===== src/rtl/ipsxe_floating_point_result_axis_rx_v1_0_if.sv =====
// AXI4-Stream result channel carrying a float result plus {overflow, underflow} in tuser.
interface ipsxe_floating_point_result_axis_rx_v1_0_if #(
    parameter int unsigned DATA_WIDTH = 32
);
    logic [DATA_WIDTH-1:0] tdata;
    logic [1:0]            tuser;
    logic                  tvalid;
    logic                  tready;

    modport master (
        output tdata,
        output tuser,
        output tvalid,
        input  tready
    );

    modport slave (
        input  tdata,
        input  tuser,
        input  tvalid,
        output tready
    );
endinterface


===== src/rtl/ipsxe_floating_point_result_axis_rx_v1_0.sv =====
// Result buffer between a ready-less float core and an AXI4-Stream consumer.
// Backpressure is applied by withholding the core clock enable when the buffer is full.
module ipsxe_floating_point_result_axis_rx_v1_0 #(
    parameter int unsigned DATA_WIDTH = 32,
    parameter int unsigned DEPTH      = 8
) (
    input  logic                        i_clk,
    input  logic                        i_rst,
    input  logic                        i_aclken,
    output logic                        o_core_aclken,
    input  logic [DATA_WIDTH-1:0]       i_result_float,
    input  logic                        i_result_valid,
    input  logic                        i_overflow,
    input  logic                        i_underflow,
    ipsxe_floating_point_result_axis_rx_v1_0_if.master m_axis,
    output logic [$clog2(DEPTH):0]      o_level,
    output logic                        o_ovf_seen,
    output logic                        o_unf_seen,
    input  logic                        i_clr_flags
);

    localparam int unsigned AW = $clog2(DEPTH);
    localparam int unsigned LW = AW + 1;
    localparam int unsigned EW = DATA_WIDTH + 2;

    logic [EW-1:0] mem [DEPTH];

    logic [AW-1:0] wr_ptr;
    logic [AW-1:0] wr_ptr_nxt;
    logic [AW-1:0] rd_ptr;
    logic [AW-1:0] rd_ptr_nxt;
    logic [LW-1:0] level;
    logic [LW-1:0] level_nxt;
    logic          ovf_seen;
    logic          ovf_nxt;
    logic          unf_seen;
    logic          unf_nxt;

    logic          not_empty_c;
    logic          not_full_c;
    logic          pop_c;
    logic          push_c;
    logic          core_en_c;
    logic [EW-1:0] head_c;

    // Handshake decode; reset forces the enable to follow i_aclken as if empty.
    always_comb begin
        not_empty_c = (level != LW'(0));
        not_full_c  = (level < LW'(DEPTH));
        pop_c       = not_empty_c && m_axis.tready;
        core_en_c   = i_aclken && (i_rst || not_full_c || pop_c);
        push_c      = i_result_valid && core_en_c;
        head_c      = mem[rd_ptr];
    end

    // Next-state for pointers, occupancy and sticky flags.
    always_comb begin
        wr_ptr_nxt = wr_ptr;
        rd_ptr_nxt = rd_ptr;
        level_nxt  = level;
        ovf_nxt    = ovf_seen;
        unf_nxt    = unf_seen;

        if (push_c) begin
            wr_ptr_nxt = wr_ptr + AW'(1);
        end
        if (pop_c) begin
            rd_ptr_nxt = rd_ptr + AW'(1);
        end

        if (push_c && !pop_c) begin
            level_nxt = level + LW'(1);
        end else if (pop_c && !push_c) begin
            level_nxt = level - LW'(1);
        end

        // Clear first so a same-cycle set takes priority.
        if (i_clr_flags) begin
            ovf_nxt = 1'b0;
            unf_nxt = 1'b0;
        end
        if (push_c && i_overflow) begin
            ovf_nxt = 1'b1;
        end
        if (push_c && i_underflow) begin
            unf_nxt = 1'b1;
        end
    end

    always_ff @(posedge i_clk) begin
        if (i_rst) begin
            wr_ptr   <= '0;
            rd_ptr   <= '0;
            level    <= '0;
            ovf_seen <= 1'b0;
            unf_seen <= 1'b0;
        end else begin
            wr_ptr   <= wr_ptr_nxt;
            rd_ptr   <= rd_ptr_nxt;
            level    <= level_nxt;
            ovf_seen <= ovf_nxt;
            unf_seen <= unf_nxt;
        end
    end

    // Storage is left uninitialised; only occupancy decides what is visible.
    always_ff @(posedge i_clk) begin
        if (push_c && !i_rst) begin
            mem[wr_ptr] <= {i_overflow, i_underflow, i_result_float};
        end
    end

    assign o_core_aclken = core_en_c;
    assign o_level       = level;
    assign o_ovf_seen    = ovf_seen;
    assign o_unf_seen    = unf_seen;
    assign m_axis.tvalid = not_empty_c;
    assign m_axis.tdata  = head_c[DATA_WIDTH-1:0];
    assign m_axis.tuser  = head_c[EW-1:EW-2];

endmodule


===== src/flat_wrapper.sv =====
// flat-port wrapper written by rule: the top's interface ports become plain ports
module ipsxe_floating_point_result_axis_rx_v1_0_flat 
#(
    parameter int unsigned DATA_WIDTH = 32,
    parameter int unsigned DEPTH      = 8
)
  (i_clk, i_rst, i_aclken, o_core_aclken, i_result_float, i_result_valid, i_overflow, i_underflow, o_level, o_ovf_seen, o_unf_seen, i_clr_flags, m_axis_tdata, m_axis_tuser, m_axis_tvalid, m_axis_tready);
  ipsxe_floating_point_result_axis_rx_v1_0_if #(.DATA_WIDTH(DATA_WIDTH)) m_axis_i ();
  input  logic i_clk;
  input  logic i_rst;
  input  logic i_aclken;
  output logic o_core_aclken;
  input  logic [DATA_WIDTH-1:0] i_result_float;
  input  logic i_result_valid;
  input  logic i_overflow;
  input  logic i_underflow;
  output logic [$clog2(DEPTH):0] o_level;
  output logic o_ovf_seen;
  output logic o_unf_seen;
  input  logic i_clr_flags;
  output wire logic [$bits(m_axis_i.tdata)-1:0] m_axis_tdata;
  output wire logic [$bits(m_axis_i.tuser)-1:0] m_axis_tuser;
  output wire logic [$bits(m_axis_i.tvalid)-1:0] m_axis_tvalid;
  input wire logic [$bits(m_axis_i.tready)-1:0] m_axis_tready;
  assign m_axis_tdata = m_axis_i.tdata;
  assign m_axis_tuser = m_axis_i.tuser;
  assign m_axis_tvalid = m_axis_i.tvalid;
  assign m_axis_i.tready = m_axis_tready;
  ipsxe_floating_point_result_axis_rx_v1_0 #(.DATA_WIDTH(DATA_WIDTH), .DEPTH(DEPTH)) u_core (.i_clk(i_clk), .i_rst(i_rst), .i_aclken(i_aclken), .o_core_aclken(o_core_aclken), .i_result_float(i_result_float), .i_result_valid(i_result_valid), .i_overflow(i_overflow), .i_underflow(i_underflow), .m_axis(m_axis_i), .o_level(o_level), .o_ovf_seen(o_ovf_seen), .o_unf_seen(o_unf_seen), .i_clr_flags(i_clr_flags));
endmodule

===== config.mk =====
export PLATFORM = sky130hd
export DESIGN_NAME = ipsxe_floating_point_result_axis_rx_v1_0_flat
export DESIGN_NICKNAME = d
export VERILOG_FILES = /design/src/rtl/ipsxe_floating_point_result_axis_rx_v1_0_if.sv /design/src/rtl/ipsxe_floating_point_result_axis_rx_v1_0.sv /design/src/flat_wrapper.sv
export SDC_FILE = /design/constraint.sdc
export NUM_CORES = 1
export LEC_CHECK = 0
export BUFFER_PORTS_ARGS = -buffer_cell sky130_fd_sc_hd__buf_4
export CAP_MARGIN = 10
export CELL_PAD_IN_SITES_DETAIL_PLACEMENT = 0
export CELL_PAD_IN_SITES_GLOBAL_PLACEMENT = 1
export CORE_MARGIN = 2
export CORE_UTILIZATION = 57
export CTS_CLUSTER_DIAMETER = 100
export DETAILED_ROUTE_END_ITERATION = 10
export PLACE_DENSITY = 0.95
export SLEW_MARGIN = 5
export SYNTH_ARGS = -nofsm -noshare
export SYNTH_HDL_FRONTEND = slang
export SYNTH_SLANG_ARGS = --single-unit
export TNS_END_PERCENT = 5

===== constraint.sdc =====
create_clock -name i_clk -period 8.2 [get_ports i_clk]
set_input_delay 0 -clock i_clk [delete_from_list [all_inputs] [get_ports i_clk]]
set_output_delay 0 -clock i_clk [all_outputs]
set_load 0.05 [all_outputs]

Yosys cells after proc, flatten, opt, wreduce, memory -nomap -nowiden

Memory sizes are Yosys's and may differ from the RTL's. A register that Yosys moved wholly into a read port is not among the register bits.
Cells that the tools add are included.

Add/subtract/negate cells: 4
Order comparisons: 1
Mux-type cells: 9
Reduce and logical (&&, ||, !) cells: 17

Operators with widths:

| cell                                                                | number |
|---|---|
| 1-bit logical AND                                                   | 8 |
| 4-bit two-way mux                                                   | 2 |
| 3-bit by 1-bit adder with 3-bit output (second input constant)      | 2 |
| 3-bit two-way mux                                                   | 2 |
| 2-bit nonzero test                                                  | 3 |
| 1-bit two-way mux                                                   | 5 |
| 4-bit by 1-bit adder with 4-bit output (second input constant)      | 1 |
| 4-bit less-than comparator (second input constant)                  | 1 |
| 4-bit nonzero test                                                  | 1 |
| 4-bit by 1-bit subtractor with 4-bit output (second input constant) | 1 |
| 1-bit logical NOT                                                   | 3 |
| 1-bit logical OR                                                    | 2 |

Bits in writable memories: 272
Flip-flop bits (word level): 12
Word-level logic and storage cells: 37
Memories: 1

Memories:

| memory     | words | width | read ports | clocked after Yosys merged registers in | wr ports | RTL line                                       | source |
|---|---|---|---|---|---|---|---|
| u_core.mem | 8     | 34    | 1          | 1                                       | 1        | ipsxe_floating_point_result_axis_rx_v1_0.sv:26 | `logic [EW-1:0] mem [DEPTH];` |

Depth between registers and ports, before layout

Word-level depth: 9
Gate-level depth with buffers: 10
Depth with buffers taken out: 9

Least setup slack after synthesis

Ideal clock, no wire load.

Kind: reg2reg
From: register u_core.level[3] (netlist: u_core.o_level[3])
To: memory u_core.mem[1][0] (netlist name) (enable)
Path buffers: 0
Cell stages (with the launch flop): 4
Arrival: 3.347 ns
Setup time: 0.468 ns
Clock period less this slack: 3.815 ns
Setup slack: 4.385 ns
Cell sequence: dfxtp_1 nor3b_1 or2_1 nor3_1

Cells in the longest elaborated chain, start to end: 8
Elaborated cells between the ends (all ways): 10
Classes of those cells: order compare: 1; mux: 2; reduce/logical: 7

RTL lines:

| item                                                                    | RTL line                                                                                       | source |
|---|---|---|
| from (decl)                                                             | ipsxe_floating_point_result_axis_rx_v1_0.sv:32                                                 | `logic [LW-1:0] level;` |
| from (signal assigned)                                                  | ipsxe_floating_point_result_axis_rx_v1_0.sv:100                                                | `level <= level_nxt;` |
| 4-bit less-than comparator / 4-bit nonzero test (equally long branches) | ipsxe_floating_point_result_axis_rx_v1_0.sv:49, ipsxe_floating_point_result_axis_rx_v1_0.sv:48 |  |
| 1-bit logical OR / 1-bit logical AND (equally long branches)            | ipsxe_floating_point_result_axis_rx_v1_0.sv:51, ipsxe_floating_point_result_axis_rx_v1_0.sv:50 |  |
| 1-bit logical OR (*)                                                    | ipsxe_floating_point_result_axis_rx_v1_0.sv:51                                                 | `core_en_c = i_aclken && (i_rst \|\| not_full_c \|\| pop_c);` |
| 1-bit logical AND (*)                                                   | ipsxe_floating_point_result_axis_rx_v1_0.sv:51                                                 |  |
| 1-bit logical AND (*)                                                   | ipsxe_floating_point_result_axis_rx_v1_0.sv:52                                                 | `push_c = i_result_valid && core_en_c;` |
| 1-bit logical AND (*)                                                   | ipsxe_floating_point_result_axis_rx_v1_0.sv:108                                                | `if (push_c && !i_rst) begin` |
| 1-bit two-way mux (*)                                                   | ipsxe_floating_point_result_axis_rx_v1_0.sv:108                                                |  |
| 1-bit two-way mux (not written as such) (*)                             | ipsxe_floating_point_result_axis_rx_v1_0.sv:109                                                | `mem[wr_ptr] <= {i_overflow, i_underflow, i_result_float};` |
| to (decl)                                                               | ipsxe_floating_point_result_axis_rx_v1_0.sv:26                                                 |  |

Every way passes the cells marked *; elsewhere a longest branch is shown, timed or not.

==> key figures <==
Cells and area
  – Share of cells above drive strength 1: 37.3%
  – Layout area overhead: 19.5%
  – # fillers: 1099
  – Multi-input logic area: 0.00248 mm^2
  – Nets@finish: 662
  – Final instance area: 0.0132 mm^2
  – FF+latch area: 0.00848 mm^2
  – Final Non-Filler Cells: 897

Hold path
  – Hold Path Depth: 5
  – Min-delay worst type: input pin to flip-flop

Clock tree
  – CTS Buf Count: 28
  – Resized Gates After CTS: 0
  – Clock Sinks: 287
  – Root buf cell: clkbuf_16
  – Worst-skew pair later-pin latency: 530 ps
  – CTS clk-pin slew, worst paths: 60 ps
  – Clock Path Buffers: 3
  – CTS tree: yes
  – # H-tree levels: 1

Placement
  – Port bufs: 81
  – Placed insts: 808
  – Post-Place Cell Area: 0.0120 mm^2
  – Routability cong.: 0.735
  – HPWL after DPL: 11.3 mm

STA
  – Final Hold Violating Endpoints: 0
  – Slew @ Worst Pin: 1140 ps
  – Fin Clk Skew: 14.1 ps
  – Crit share post-route: 38.3%
  – # setup viols final: 0
  – Max_slew headroom: 23.3%
  – Tmin final: 3140 ps
  – Fin. max-slew vios: 0
  – RSZ-0062 raised after global routing: false
  – FMAX: 0.318 GHz
  – Setup_tns: 0 ps

Floorplan
  – Std cell rows: 50
  – DIE AREA: 0.0205 mm^2
  – # IOs: 82
  – Die X: 143 um
  – Core area: 0.0189 mm^2
  – Initial core utilization: 58.6%
  – Height of the die: 143 um

Global route
  – Grt peak-use layer: met2
  – Number of global-route vias before repair: 5694
  – First-pass GRT wire length: 33.1 mm
  – Largest net degree at the start of global routing: 69
  – Total grt overflow: 0
  – GRT met3 Usage: 4.23%
  – M2 GR Usage: 37.5%
  – Met1 Use GR: 28.9%
  – Total GRT Usage: 21.9%
  – Initial antenna violation count: 1

Routing
  – Final wirelength: 21.7 mm
  – Initial DRC count: 496
  – Via density: 5.87
  – Pre-antenna DRT Iters: 4
  – Post-route ant nets: 0
  – Via Count: 5268
  – Post-route DRC: 0
  – Drt wl/cell: 24.2 um

Synth
  – Seq cells post-synth: 287
  – Async set-or-reset flop fraction in the synthesized netlist: 0%
  – Count of cell types in the netlist: 34
  – Mapped Nets: 526
  – Post-Syn Area: 0.0111 mm^2
  – Yosys warns: 0
  – Register area share after synthesis: 76.5%
  – Number of synthesized flops with an enable pin: 272
  – Synthesized instance count: 480
  – Syn avg cell area: 23.0 um^2
  – Synth Flop Type: edfxtp_1

Power and ir drop
  – Power per Cell Area: 273 mW/mm^2
  – Pleak: 4.35 nW
  – Max IR drop VDD: 0.203 mV

Critical path
  – Critical path type: flip-flop to output pin
  – Critical Path RT: 8200 ps
  – Startpoint Class: flip-flop
  – Critical path fanouts, max: 50
  – Worst-case reg-to-reg path depth: 9
  – Crit end category: output pin
  – CP arrival: 3140 ps

Run status
  – Status: finished clean

Run
  – Max_cap viols: 0
synthesized netlist by cell type, types with 5 or more instances:
library cell | n | share of area, %
mux2_2 | 14 | 1.4
edfxtp_1 | 272 | 74
mux4_1 | 9 | 2.1
mux4_2 | 59 | 12
nand2_1 | 5 | 0.17
ha_1 | 5 | 0.57
dfxtp_1 | 15 | 2.7
buf_2 | 7 | 0.32
mux2_4 | 20 | 2.7
nor2_1 | 19 | 0.64
a21oi_1 | 6 | 0.27
clkbuf_1 | 11 | 0.37
area by class of cell:
cell class / instances / area share (%)
Sequential cell: 287 / 64.1
Multi-Input combinational cell: 168 / 18.8
Timing Repair Buffer: 130 / 8.10
Clock buffer: 40 / 6.10
Tap cell: 260 / 2.46
Clock inverter: 10 / 0.407
Inverter: 1 / 0.0284
Antenna cell: 1 / 0.0189
cell usage in the layout, fill, tap and decap left out, types with 2 or more instances in the layout:
master           n
mux2_4          20
buf_4           92
mux4_2          59
nand2_1          5
nand3_1          4
mux2_2          14
xnor2_1          3
dfxtp_1         12
nor2b_1          4
dlygate4sd3_1   38
mux4_1           9
clkbuf_16       29
clkbuf_1         7
clkinv_1         2
edfxtp_1       272
nor3_2           4
dfxtp_4          2
a21oi_1          6
clkbuf_8         4
ha_1             5
nor2_4           4
nor3b_1          2
clkinv_2         6
nor2_1          15
xor2_1           3
through the flow:
stage / worst slack [ps] / total power, mW / utilization (%) / hold slack, ps
after CTS: 4980 / 3.64 / 70.0 / 2.25
after detailed placement: 5490 / 2.44 / 63.4 / 233
after floorplan: 4390 / 2.28 / - / 98.9
after global placement: 5580 / 2.43 / 63.4 / 225
final: 5060 / 3.62 / 70.0 / 25.7
after global routing: 4850 / 3.74 / 70.0 / 67.9
critical path: stages, from the launching register on:
cell and delay (ps):
dfxtp_4 580, buf_4 830, mux4_1 670, mux2_4 290
buf_4 190
worst paths after layout:
path	from	to	slack (ps)
hold / removal	i_result_valid	u_core.wr_ptr[2]	30
hold reg to reg	u_core.rd_ptr[1]	flip-flop	500
setup / recovery	flip-flop	m_axis_tdata[15]	5060
setup reg to reg	u_core.o_level[3]	u_core.o_level[3]	5460
flip-flops by register name (all words and copies together) (netlist names), named ones only:
signal             flops
u_core.wr_ptr          3
u_core.o_ovf_seen      1
u_core.o_level         4
u_core.o_unf_seen      1
u_core.rd_ptr          3
u_core.mem           272
cells by family after synthesis:
logic type	after synthesis	synth area share, %
xor+xnor	6	0.475
buf+inv	25	1.47
flops	287	76.5
fa+ha+maj	6	0.746
mux	104	18.5
compound gates	9	0.441
simple gates	43	1.84
routing by layer:
metal	vias to the layer above	share of wire, %	wire (um)
li1	2275	-	-
met1	2730	39	8580
met2	229	52	11300
met3	34	6.6	1440
met4	0	1.9	417
met5	-	0	0
what timing repair did:
| item | CTS | global route |
|---|---|---|
| setup buffers | 0 | 0 |
| endpoints found under the hold margin | 287 | 0 |
| hold buffers | 38 | 0 |
power by group:
part	total (mW)	internal [mW]	switching (mW)
sequential	1.69	1.63	0.0606
clock	1.19	0.682	0.508
combinational	0.736	0.333	0.403
total	3.62	2.64	0.971
Note: power is estimated with default switching activity, not from simulation.
